File: src/rtl/recorder_mem_ctrl.sv
// Record/playback sequencer and port scheduler for the recorder's single-port sample BRAM.
// Optional define PLAYBACK_LOOP_EN: playback wraps at the recorded length instead of stopping.
module recorder_mem_ctrl #(
   parameter int ADDR_W     = 16,
   parameter int ECHO_TAPS  = 2,
   parameter int ECHO_DELAY = 1500,
   parameter int BRAM_LAT   = 2
) (
   input  logic              clk_in,
   input  logic              rst_in,
   input  logic              record_in,
   input  logic              audio_valid_in,
   input  logic [7:0]        audio_in,
   output logic [ADDR_W-1:0] mem_addr_out,
   output logic              mem_we_out,
   output logic [7:0]        mem_din_out,
   input  logic [7:0]        mem_dout_in,
   output logic [7:0]        single_out,
   output logic [7:0]        echo_out,
   output logic              out_valid_out,
   output logic              busy_out,
   output logic              full_out,
   output logic              overrun_out
);
   localparam int DEPTH = 2**ADDR_W;
   localparam int PW    = ADDR_W + 1;
   localparam int IW    = $clog2(ECHO_TAPS + 1);
   localparam int WW    = (BRAM_LAT < 2) ? 1 : $clog2(BRAM_LAT);
   localparam logic [IW-1:0] LAST_SLOT = IW'(ECHO_TAPS);

   localparam logic [2:0] S_IDLE  = 3'd0;
   localparam logic [2:0] S_WRITE = 3'd1;
   localparam logic [2:0] S_ISSUE = 3'd2;
   localparam logic [2:0] S_WAIT  = 3'd3;
   localparam logic [2:0] S_MIX   = 3'd4;

   logic [2:0]                  r_state;
   logic                        r_rec_q, r_rec_d;
   logic [PW-1:0]               r_wr_addr, r_play_addr, r_length;
   logic                        r_full, r_overrun;
   logic [IW-1:0]               r_slot;
   logic [WW-1:0]               r_wait;
   logic [BRAM_LAT:0]           r_vld_pipe;
   logic [BRAM_LAT:0][IW-1:0]   r_idx_pipe;
   logic [ECHO_TAPS:0][7:0]     r_tap;
   logic [ADDR_W-1:0]           r_addr;
   logic                        r_we, r_valid;
   logic [7:0]                  r_din, r_single, r_echo;

   logic                        w_rise, w_fall, w_play_ok;
   logic                        w_iss_go, w_iss_rd, w_big;
   logic [IW-1:0]               w_nslot;
   logic [PW-1:0]               w_off;
   logic [ADDR_W-1:0]           w_rd_addr;
   logic [ECHO_TAPS:0][7:0]     w_tap;
   logic signed [10:0]          w_acc;
   logic [7:0]                  w_echo;

   function automatic logic signed [10:0] sx(input logic [7:0] v);
      sx = {{3{v[7]}}, v};
   endfunction

   assign w_rise    = r_rec_q & ~r_rec_d;
   assign w_fall    = ~r_rec_q & r_rec_d;
   // play_addr==length covers both the empty buffer and the saturated end of playback
   assign w_play_ok = (r_play_addr != r_length);

   // Read slot that will be on the BRAM port during the next cycle
   always_comb begin
      w_iss_go = 1'b0;
      w_nslot  = '0;
      if (r_state == S_IDLE && audio_valid_in && !r_rec_q) begin
         w_iss_go = 1'b1;
      end else if (r_state == S_ISSUE && r_slot != LAST_SLOT) begin
         w_iss_go = 1'b1;
         w_nslot  = r_slot + 1'b1;
      end
   end

   always_comb begin
      w_off = '0;
      w_big = 1'b0;
      for (int k = 1; k <= ECHO_TAPS; k++) begin
         if (w_nslot == IW'(k)) begin
            w_off = PW'(k * ECHO_DELAY);
            w_big = (k * ECHO_DELAY > DEPTH);
         end
      end
   end

   assign w_iss_rd  = w_iss_go && w_play_ok && !w_big && (r_play_addr >= w_off);
   assign w_rd_addr = ADDR_W'(r_play_addr - w_off);

   // Last tap lands on the same edge that leaves WAIT, so merge it in before mixing
   always_comb begin
      w_tap = r_tap;
      if (r_vld_pipe[BRAM_LAT]) w_tap[r_idx_pipe[BRAM_LAT]] = mem_dout_in;
   end

   always_comb begin
      w_acc = sx(w_tap[0]);
      for (int k = 1; k <= ECHO_TAPS; k++) w_acc = w_acc + (sx(w_tap[k]) >>> k);
      if (w_acc > 11'sd127)       w_echo = 8'h7f;
      else if (w_acc < -11'sd128) w_echo = 8'h80;
      else                        w_echo = w_acc[7:0];
   end

   always_ff @(posedge clk_in or posedge rst_in) begin
      if (rst_in) begin
         r_state     <= S_IDLE;
         r_rec_q     <= 1'b0;
         r_rec_d     <= 1'b0;
         r_wr_addr   <= '0;
         r_play_addr <= '0;
         r_length    <= '0;
         r_full      <= 1'b0;
         r_overrun   <= 1'b0;
         r_slot      <= '0;
         r_wait      <= '0;
         r_vld_pipe  <= '0;
         r_idx_pipe  <= '0;
         r_tap       <= '0;
         r_addr      <= '0;
         r_we        <= 1'b0;
         r_din       <= '0;
         r_valid     <= 1'b0;
         r_single    <= '0;
         r_echo      <= '0;
      end else begin
         r_rec_q    <= record_in;
         r_rec_d    <= r_rec_q;
         r_we       <= 1'b0;
         r_valid    <= 1'b0;
         r_vld_pipe <= {r_vld_pipe[BRAM_LAT-1:0], w_iss_rd};
         r_idx_pipe <= {r_idx_pipe[BRAM_LAT-1:0], w_nslot};
         if (w_iss_rd) r_addr <= w_rd_addr;
         if (r_vld_pipe[BRAM_LAT]) r_tap[r_idx_pipe[BRAM_LAT]] <= mem_dout_in;
         if (audio_valid_in && r_state != S_IDLE) r_overrun <= 1'b1;

         case (r_state)
            S_IDLE: begin
               if (audio_valid_in) begin
                  r_tap <= '0;
                  if (r_rec_q) begin
                     r_state <= S_WRITE;
                     if (!r_full) begin
                        r_we   <= 1'b1;
                        r_din  <= audio_in;
                        r_addr <= r_wr_addr[ADDR_W-1:0];
                     end
                  end else begin
                     r_state <= S_ISSUE;
                     r_slot  <= '0;
                  end
               end
            end
            S_WRITE: begin
               if (r_we) begin
                  r_wr_addr <= r_wr_addr + 1'b1;
                  if (r_wr_addr == PW'(DEPTH - 1)) r_full <= 1'b1;
               end
               r_state <= S_IDLE;
            end
            S_ISSUE: begin
               if (r_slot == LAST_SLOT) begin
                  r_state <= S_WAIT;
                  r_wait  <= '0;
               end else begin
                  r_slot <= r_slot + 1'b1;
               end
            end
            S_WAIT: begin
               if (r_wait == WW'(BRAM_LAT - 1)) begin
                  r_state  <= S_MIX;
                  r_valid  <= 1'b1;
                  r_single <= w_tap[0];
                  r_echo   <= w_echo;
               end else begin
                  r_wait <= r_wait + 1'b1;
               end
            end
            S_MIX: begin
               r_state <= S_IDLE;
`ifdef PLAYBACK_LOOP_EN
               if (w_play_ok)
                  r_play_addr <= (r_play_addr + PW'(1) == r_length) ? '0 : r_play_addr + PW'(1);
`else
               if (w_play_ok) r_play_addr <= r_play_addr + PW'(1);
`endif
            end
            default: r_state <= S_IDLE;
         endcase

         if (w_rise) begin
            r_wr_addr <= '0;
            r_full    <= 1'b0;
         end
         if (w_fall) begin
            r_length    <= r_wr_addr;
            r_play_addr <= '0;
         end
      end
   end

   assign mem_addr_out  = r_addr;
   assign mem_we_out    = r_we;
   assign mem_din_out   = r_din;
   assign single_out    = r_single;
   assign echo_out      = r_echo;
   assign out_valid_out = r_valid;
   assign busy_out      = (r_state != S_IDLE);
   assign full_out      = r_full;
   assign overrun_out   = r_overrun;
endmodule

File: config.mk
export PLATFORM = sky130hd
export DESIGN_NAME = recorder_mem_ctrl
export DESIGN_NICKNAME = d
export VERILOG_FILES = /design/src/rtl/recorder_mem_ctrl.sv
export SDC_FILE = /design/constraint.sdc
export NUM_CORES = 1
export LEC_CHECK = 0
export ABC_AREA = 1
export BUFFER_PORTS_ARGS = -buffer_cell sky130_fd_sc_hd__clkbuf_2
export CAP_MARGIN = 20
export CELL_PAD_IN_SITES_DETAIL_PLACEMENT = 0
export CELL_PAD_IN_SITES_GLOBAL_PLACEMENT = 1
export CORE_ASPECT_RATIO = 0.9
export CORE_UTILIZATION = 48
export CTS_CLUSTER_SIZE = 24
export DETAILED_ROUTE_END_ITERATION = 10
export GPL_TIMING_DRIVEN = 0
export PLACE_DENSITY_LB_ADDON = 0.1
export SYNTH_ARGS = -nofsm -noshare
export SYNTH_HDL_FRONTEND = slang
export SYNTH_SLANG_ARGS = --single-unit
File: constraint.sdc
create_clock -name clk_in -period 12.1 [get_ports clk_in]
set_clock_uncertainty 0.1 [all_clocks]
set_input_delay 3.025 -clock clk_in [delete_from_list [all_inputs] [get_ports clk_in]]
set_output_delay 3.025 -clock clk_in [all_outputs]
set_load 0.01 [all_outputs]
==> out/results.tsv, run 1 <==
metric	value	unit
ys_ff_latch	133	
cp.required	12.28	ns
layout_common_cells	nand2_1 (282), inv_1 (144), dfrtp_1 (133), nor2_1 (87), clkbuf_2 (65)	
hpwl	15350	um
cts_tree	built	
drtAntennaViolNets	0	
drt_iter0_drc	425	
placed_area	8322	um2
ys_types	40	
die_w	135.6	um
wl_per_cell	15.66	um
die_area	16590	um2
irDropWorstVdd	123.5	uV
grt_overflow_total	0	
cap_violations	0	
slew_headroom	45.78	%
viasPerCell	5.077	
hold_violations	0	
synth_area	7716	um2
cts_root_buf	clkbuf_16	
multi_input_area	3654	um2
finalNetCount	1134	
fillCellCount	1481	
routed_wl	20270	um
cts_buffers	17	
diodes	0	
vias	6570	
path_clk_slew	0.06	ns
antenna_found_initial	0	
syn_avg_cell_area	7.755	um2
cp-start-kind	input pin	
drive_above_1_share	13.64	%
cp_max_fo	5	
place.gp.congestion	0.8924	
setup_viol	0	
fin_tns_setup	0	ns
cts.htree.levels	4	
rows	43	
drc_errors	0	
rsz0062_at_grt	no	
layoutNonFillerInstCount	1294	
hold_buffers	0	
start_util	49.63	%
port_buffers	64	
dp.cells	1262	
io_pins	65	
post_cts_buffers	0	
worstPathArrival	5.73	ns
cts_resized	0	
drt-pass1-iter-count	6	
track_usage	26.55	%
synth-main-ff-cell	dfrtp_1	
hold_path_class	reg -> reg	
cts_buffer_depth	2	
syn_nets	1050	
grt_pass1_wl	33040	um
async_reset_ff_share	100.0	%
grt_pass1_vias	6179	
synth_edf_count	0	
final-seq-area	3328	um2
power.leakage	4.896	nW
fmax	180.2	MHz
clk_latency	0.42	ns
area_growth	15.40	%
final_common_cell	nand2_1	
slew_viol_final	0	
syn_inst	995	
synth-seq-area-share	43.13	%
p_per_area	221.1	nW/um2
tightest_slew	0.8071	ns
grt_max_degree	68	
status	finished clean	
crit_type	in -> reg	
timing.final.crit_period	5.549	ns
die_height	122.3	um
clock_sinks	133	
fin_crit_sh	45.86	%
end_kind	register	
core	15550	um2
yosys_warnings	0	
design_area	8905	um2
-- final cells by class --
type | instances | area share [%]
plain buffers | 26 | 1.658
clock buffers | 18 | 4.819
clock inverters | 14 | 1.728
inverters | 155 | 6.646
multi-input cells | 681 | 41.03
flip-flops and latches | 133 | 37.38
well taps | 202 | 2.838
repair buffers | 65 | 3.906
-- registers in the layout, indices dropped and copies added (netlist names) --
| signal | cells |
|---|---|
| r_vld_pipe | 3 |
| r_slot | 2 |
| r_length | 17 |
| r_state | 3 |
| out_valid_out | 1 |
| r_wait | 1 |
| r_rec_q | 1 |
| mem_din_out | 8 |
| r_tap | 21 |
| echo_out | 8 |
| r_idx_pipe | 6 |
| r_play_addr | 17 |
| r_rec_d | 1 |
| mem_addr_out | 16 |
| overrun_out | 1 |
| r_wr_addr | 17 |
| mem_we_out | 1 |
| full_out | 1 |
| single_out | 8 |
-- per-stage QoR --
step                hold WS, ns  utilization, %  power, W  worst slack [ns]
floorplan                0.2312               -  0.001186             5.421
global placement         0.2325           53.31  0.001453             3.765
detailed placement       0.2347           53.52  0.001453             6.117
CTS                      0.2483           57.27  0.001975             6.566
global route             0.2503           57.27  0.002121             6.315
finish                   0.2461           57.27  0.001969             6.551
-- cells by family after synthesis --
logic type / after synthesis / share of synthesized area [%]
xor+xnor: 28 / 3.178
compound gates: 112 / 8.562
flops: 133 / 43.13
mux: 13 / 1.686
simple gates: 493 / 27.47
buf+inv: 181 / 9.518
fa+ha+maj: 35 / 6.454
-- Yosys cell counts, types with 2 or more instances --
library cell	n	area [um2]
nand3_1	57	285.3
o21ai_2	13	113.9
a21boi_0	5	37.54
o21ai_0	55	275.3
o21bai_1	2	15.01
dfrtp_1	133	3328
or2_2	6	37.54
buf_2	3	15.01
xnor2_1	9	78.83
mux2i_1	13	130.1
xor2_1	19	166.4
nor2_2	4	25.02
a21oi_1	26	130.1
nand2_1	282	1059
nor2_1	87	326.6
o31ai_1	3	22.52
inv_4	2	12.51
nand4_1	28	175.2
clkbuf_1	14	52.55
a21o_1	2	15.01
fa_1	8	160.2
inv_1	145	544.3
buf_4	2	15.01
nor4_1	2	12.51
nand3_4	2	35.03
ha_1	27	337.8
nor3_1	19	95.09
nand3b_1	2	15.01
buf_6	5	56.30
inv_2	8	30.03
a31oi_1	3	18.77
-- worst max-delay path, cell delays in order --
cell	delay (ns)
clkbuf_2	0.09
o21ai_0	0.38
inv_1	0.16
fa_1	0.52
ha_1	0.39
a21oi_1	0.16
a21boi_0	0.25
nand3_1	0.14
nand2_1	0.09
nand2_1	0.09
a21oi_1	0.28
a21boi_0	0.15
-- metal layers --
metal	vias to the layer above	global-route usage [%]	share of wire [%]
met3	14	5.907	5.5
met2	166	38.49	43
met5	-	0	0
met1	3068	40.25	51
li1	3322	-	-
met4	0	5.478	0.84
-- worst paths after layout --
check	end	slack, ns	cells past startpoint	startpoint
min in group asynchronous	r_play_addr[14]$_DFFE_PP0P_	2.57	2	rst_in
min reg2reg	r_idx_pipe[5]$_DFF_PP0_	0.25	0	r_idx_pipe[3]$_DFF_PP0_
max in group asynchronous	r_wr_addr[2]$_DFFE_PP0P_	8.56	3	rst_in
max reg2reg	echo_out[6]$_DFFE_PP0P_	8.07	17	r_vld_pipe[2]$_DFF_PP0_
max	echo_out[6]$_DFFE_PP0P_	6.55	12	mem_dout_in[7]
min	r_idx_pipe[5]$_DFF_PP0_	0.25	0	r_idx_pipe[3]$_DFF_PP0_
-- power breakdown --
| group | switching [W] | internal [W] |
|---|---|---|
| Sequential | 0.0000480 | 0.000536 |
| Clock | 0.000209 | 0.000305 |
| Combinational | 0.000579 | 0.000292 |
| Total | 0.000836 | 0.00113 |
Note: power is estimated with default switching activity, not from simulation.
==> inputs of run 2 (changes only) <==
- ABC_AREA: 1 -> 0
- CORE_UTILIZATION: 48 -> 42
- clock period: 12.1 -> 5.02 ns (I/O delays scaled with it)
==> out/results.tsv, run 2 <==
metric	value	unit
cts_tree	built	
end_kind	register	
syn_inst	695	
dp.cells	967	
rows	44	
synth-seq-area-share	47.50	%
layout_common_cells	dfrtp_1 (133), nand2_1 (85), nor2_1 (72), clkbuf_2 (65)	
drtAntennaViolNets	0	
setup_ws	0.4003	ns
cap_violations	0	
clock_sinks	133	
synth-main-ff-cell	dfrtp_1	
synth_edf_count	0	
syn_nets	750	
pre_cts_slack	0.3365	ns
drt_iter0_drc	240	
largest_reg_flops	21	
cts_root_buf	clkbuf_16	
internal-power	0.002825	W
r2r-end	echo_out[4]$_DFFE_PP0P_	
switching_share	35.90	%
fin_worst_hold_slack	0.2476	ns
cts_buffers	17	
drt-pass1-iter-count	9	
syn_avg_cell_area	10.08	um2
grt_pass1_vias	5397	
min_path_cells	0	
crit_type	reg -> reg	
track_usage	21.31	%
r2r_setup_slack	0.40	ns
seqPwrFrac	31.1	%
area_growth	18.05	%
drc_errors	4	
cp-start-kind	register	
status	finished with violations	
tightest_slew	0.8534	ns
final_common_cell	dfrtp_1	
drive_above_1_share	17.95	%
die_height	124.5	um
synth_most_common_cell	dfrtp_1	
core	16240	um2
cts_resized	0	
cts_buffer_depth	2	
p_switching	0.001582	W
power_frac_clock	31.2	%
async_reset_ff_share	100.0	%
cp_slowest_cell	buf_1	
worstPathArrival	4.87	ns
cts.htree.levels	4	
grt_pass1_wl	28450	um
hp-start	r_vld_pipe[0]$_DFF_PP0_	
hold_violations	0	
crit_chain	nor3b_1, buf_1, mux2i_1, xor2_1, ha_1, o21bai_1, ha_1, fa_1, a211oi_1, o21a_1, nor2_1, mux2_2, a311oi_2, nand2_1, nand2_1	
io_pins	65	
combPwrFrac	37.7	%
die_area	17200	um2
fin_tns_setup	0	ns
vias	5233	
grt_max_degree	86	
synth_area	7007	um2
cpPeakStageDelay	0.55	ns
clk_latency	0.42	ns
antenna_found_initial	0	
synth_top_area_share	47.50	%
rsz0062_at_grt	no	
routed_wl	17090	um
hold_buffers	0	
synthTopCellsByArea	dfrtp_1 (48%), ha_1 (4.8%), mux2i_1 (4.7%)	
cp_max_fo	8	
finalNetCount	834	
die_w	138.2	um
ys_types	59	
fin_crit_sh	92.03	%
ys_ff_latch	133	
slew_headroom	42.33	%
yosys_warnings	0	
ys_top_cells_by_count	dfrtp_1 (133), nand2_1 (85), nor2_1 (72)	
grt_overflow_total	0	
start_util	43.14	%
synth_top_cell_by_area	dfrtp_1	
worstHoldEndpoint	r_vld_pipe[1]$_DFF_PP0_	
regMostFlops	r_tap	
violations	design-rule violations	
port_buffers	64	
hpwl	12710	um
fmax	216.5	MHz
post_cts_buffers	0	
cp.required	5.27	ns
r2r_cells	15	
irDropWorstVdd	271.0	uV
slew_viol_final	0	
timing.final.crit_period	4.620	ns
setup_viol	0	
p_per_area	532.8	nW/um2
hold_path_class	reg -> reg	
path_clk_slew	0.06	ns
power.leakage	4.116	nW
place.gp.congestion	0.8956	
layoutNonFillerInstCount	998	
diodes	0	
r2r_start	r_idx_pipe[4]$_DFF_PP0_	
wl_per_cell	17.13	um
viasPerCell	5.243	
-- run 2: area by class of cell --
type,count,area [um2]
repair buffers,65,347.8
inverters,34,132.6
multi-input cells,497,3393
clock inverters,7,141.4
fillers,1485,7969
plain buffers,31,157.7
flip-flops and latches,133,3328
well taps,207,259.0
clock buffers,24,511.7
-- run 2: power groups by stage --
stage                     Sequential, W  Clock [W]  Combinational, W
final                           0.00137    0.00138           0.00166
after global routing            0.00139    0.00145           0.00183
after CTS                       0.00137    0.00140           0.00167
after detailed placement        0.00139          0           0.00165
after global placement          0.00138          0           0.00163
after floorplan                 0.00142          0           0.00111
-- run 2: kinds of logic after synthesis --
kind of cell / count (synthesis) / synth area share (%)
xor gates and xnor gates: 55 / 6.875
muxes: 54 / 8.089
AOI/OAI and AO/OA: 102 / 9.590
buffers and inverters: 65 / 4.071
adders and majority gates: 35 / 7.107
and+or+nand+nor: 251 / 16.77
DFF: 133 / 47.50
-- run 2: layer usage --
metal | vias up | part of all wire (%) | GRT usage (%)
li1 | 2532 | - | -
met1 | 2584 | 47 | 27.63
met2 | 96 | 48 | 35.17
met3 | 21 | 3.1 | 4.883
met4 | 0 | 1.8 | 7.204
met5 | - | 0 | 0
-- run 2: worst max-delay path, delay by kind of cell (launching register included) --
| family | cells | cell delay (ns) |
|---|---|---|
| flip-flops | 1 | 0.39 |
| AO/OA/AOI/OAI | 4 | 1.09 |
| XOR/XNOR | 1 | 0.13 |
| buffers and inverters | 1 | 0.55 |
| adder cells (fa/ha/maj) | 3 | 0.85 |
| AND/OR/NAND/NOR | 4 | 0.67 |
| multiplexers | 2 | 0.78 |
-- run 2: worst max-delay path by stage --
stage	startpoint	endpoint	slack (ns)	cells past startpoint
floorplan	rst_in	echo_out[0]$_DFFE_PP0P_	0.11	1
global route	r_idx_pipe[5]$_DFF_PP0_	echo_out[6]$_DFFE_PP0P_	0.13	15
finish	r_idx_pipe[4]$_DFF_PP0_	echo_out[4]$_DFFE_PP0P_	0.40	15
CTS	r_idx_pipe[4]$_DFF_PP0_	echo_out[4]$_DFFE_PP0P_	0.36	15
detailed placement	mem_dout_in[0]	echo_out[4]$_DFFE_PP0P_	0.34	14
global placement	rst_in	r_play_addr[2]$_DFFE_PP0P_	-1.45	2
-- run 2: stage by stage --
stage          instance area (um2)  util [%]  power, W
2_1_floorplan                 7007         -  0.002537
3_3_place_gp                  7586     46.71  0.003013
3_5_place_dp                  7619     46.91  0.003041
4_1_cts                       8272     50.93  0.004438
5_1_grt                       8272     50.93  0.004674
6_report                      8272     50.93  0.004407
==> inputs of run 3 (changes only) <==
- CORE_UTILIZATION: 42 -> 51
- clock period: 5.02 -> 5.9 ns (I/O delays scaled with it)
==> out/results.tsv, run 3 (synthesis results as in run 2) <==
metric	value	unit
status	finished with violations	
violations	design-rule violations	
hpwl	12150	um
fillCellCount	1155	
vias	5269	
irDropWorstVdd	277.0	uV
die_area	14210	um2
regMostFlops	r_tap	
cts_root_buf	clkbuf_16	
hp-start	r_vld_pipe[0]$_DFF_PP0_	
hold_violations	0	
timing.final.crit_period	4.417	ns
end_kind	register	
post_cts_buffers	0	
fin_crit_sh	74.87	%
grt_max_degree	69	
wl_per_cell	17.26	um
drtAntennaViolNets	0	
cpPeakStageDelay	0.55	ns
drive_above_1_share	17.83	%
worstHoldEndpoint	r_vld_pipe[1]$_DFF_PP0_	
cts.htree.levels	4	
cp_slowest_cell	buf_1	
antenna_found_initial	0	
clk_latency	0.42	ns
io_pins	65	
drc_errors	4	
setup_ws	1.483	ns
finalNetCount	834	
worstPathArrival	4.67	ns
cp.required	6.15	ns
crit_chain	nor3b_1, buf_1, mux2i_1, xor2_1, ha_1, ha_1, fa_1, a211oi_1, o21a_1, nor2_1, mux2_2, a311oi_2, nand2_1, nand2_1	
grt_busiest_layer	met2	
rows	40	
crit_family	adder cells	
drt_iter0_drc	371	
port_buffers	64	
pre_cts_slack	1.185	ns
crit_type	reg -> reg	
die_height	113.2	um
min_path_cells	0	
rsz0062_at_grt	no	
r2r_cells	14	
hold_buffers	0	
cp-start-kind	register	
tightest_slew	0.7500	ns
grt_util_met2	41.11	%
fin_tns_setup	0	ns
area_growth	16.07	%
final_common_cell	dfrtp_1	
crit_cells	14	
setup_viol	0	
routed_wl	16550	um
cts_buffers	17	
p_per_area	439.7	nW/um2
r2r-end	echo_out[5]$_DFFE_PP0P_	
cp_num_buf_inv	1	
layout_common_cells	dfrtp_1 (133), nand2_1 (85), nor2_1 (72), clkbuf_2 (65)	
path_clk_slew	0.05	ns
r2r_start	r_idx_pipe[4]$_DFF_PP0_	
r2r_setup_slack	1.48	ns
power.leakage	4.065	nW
grt_use_met3	5.248	%
clock_sinks	133	
grt_pass1_wl	26980	um
fin_worst_hold_slack	0.2458	ns
viasPerCell	5.494	
grt_overflow_total	0	
grt_pass1_vias	5228	
place.gp.congestion	0.9452	
fmax	226.4	MHz
die_w	125.6	um
cts_tree	built	
use_met1	32.58	%
slew_viol_final	0	
track_usage	24.99	%
drt-pass1-iter-count	9	
hold_path_class	reg -> reg	
diodes	0	
largest_reg_flops	21	
start_util	52.43	%
cts_resized	0	
cp_max_fo	8	
cts_buffer_depth	2	
cap_violations	0	
core	13360	um2
slew_headroom	49.47	%
run 3: changes by cell type in the layout (fill, tap and decap cells not counted), sizes merged:
cell | before | now
clkinvlp | 1 | 4
clkbuf | 101 | 100
bufinv | 4 | 1
clkinv | 2 | 3
run 3: how the worst max path moves through the flow:
stage                            startpoint                           to
global route        r_idx_pipe[4]$_DFF_PP0_      echo_out[3]$_DFFE_PP0P_
detailed placement           mem_dout_in[1]      echo_out[5]$_DFFE_PP0P_
global placement                     rst_in  r_play_addr[11]$_DFFE_PP0P_
CTS                 r_idx_pipe[4]$_DFF_PP0_      echo_out[5]$_DFFE_PP0P_
finish              r_idx_pipe[4]$_DFF_PP0_      echo_out[5]$_DFFE_PP0P_
floorplan                            rst_in      echo_out[0]$_DFFE_PP0P_
run 3: report_power, final:
part	leakage (nW)	total, W	internal [W]	switching, W
Clock	0.267	0.00100	0.000619	0.000385
Combinational	1.99	0.00140	0.000553	0.000851
Sequential	1.81	0.00117	0.00108	0.0000898
run 3: worst register-to-register path, stage by stage, from the launching register on:
cell and delay (ns):
dfrtp_1 0.40, nor3b_1 0.19, buf_1 0.55, mux2i_1 0.49
xor2_1 0.19, ha_1 0.25, ha_1 0.23, fa_1 0.42
a211oi_1 0.27, o21a_1 0.20, nor2_1 0.10, mux2_2 0.30
a311oi_2 0.36, nand2_1 0.19, nand2_1 0.10
run 3: final cells by class:
class                      count  area, um2  share of cell area, %
multi-input combinational    497       3393                  41.72
sequential                   133       3328                  40.92
clock inverter                 8      75.07                 0.9231
clock buffer                  23      488.0                  6.000
buffer                        31      157.7                  1.938
inverter                      34      132.6                  1.631
tap                          168      210.2                  2.585
timing repair buffer          65      347.8                  4.277
run 3: stage by stage:
step,total power [W],util [%],instance area [um2],std cells
6_report,0.003576,60.86,8133,959
5_1_grt,0.003796,60.86,8133,959
3_3_place_gp,0.002534,56.40,7537,927
3_5_place_dp,0.002571,56.65,7570,928
4_1_cts,0.003588,60.86,8133,959
2_1_floorplan,0.002159,-,7007,695
run 3: per-layer routing:
| metal | wire length (um) | vias up | part of all wire [%] |
|---|---|---|---|
| met5 | 0 | - | 0 |
| met4 | 266 | 0 | 1.6 |
| met3 | 699 | 20 | 4.2 |
| met2 | 7864 | 138 | 48 |
| met1 | 7722 | 2575 | 47 |
| li1 | - | 2536 | - |
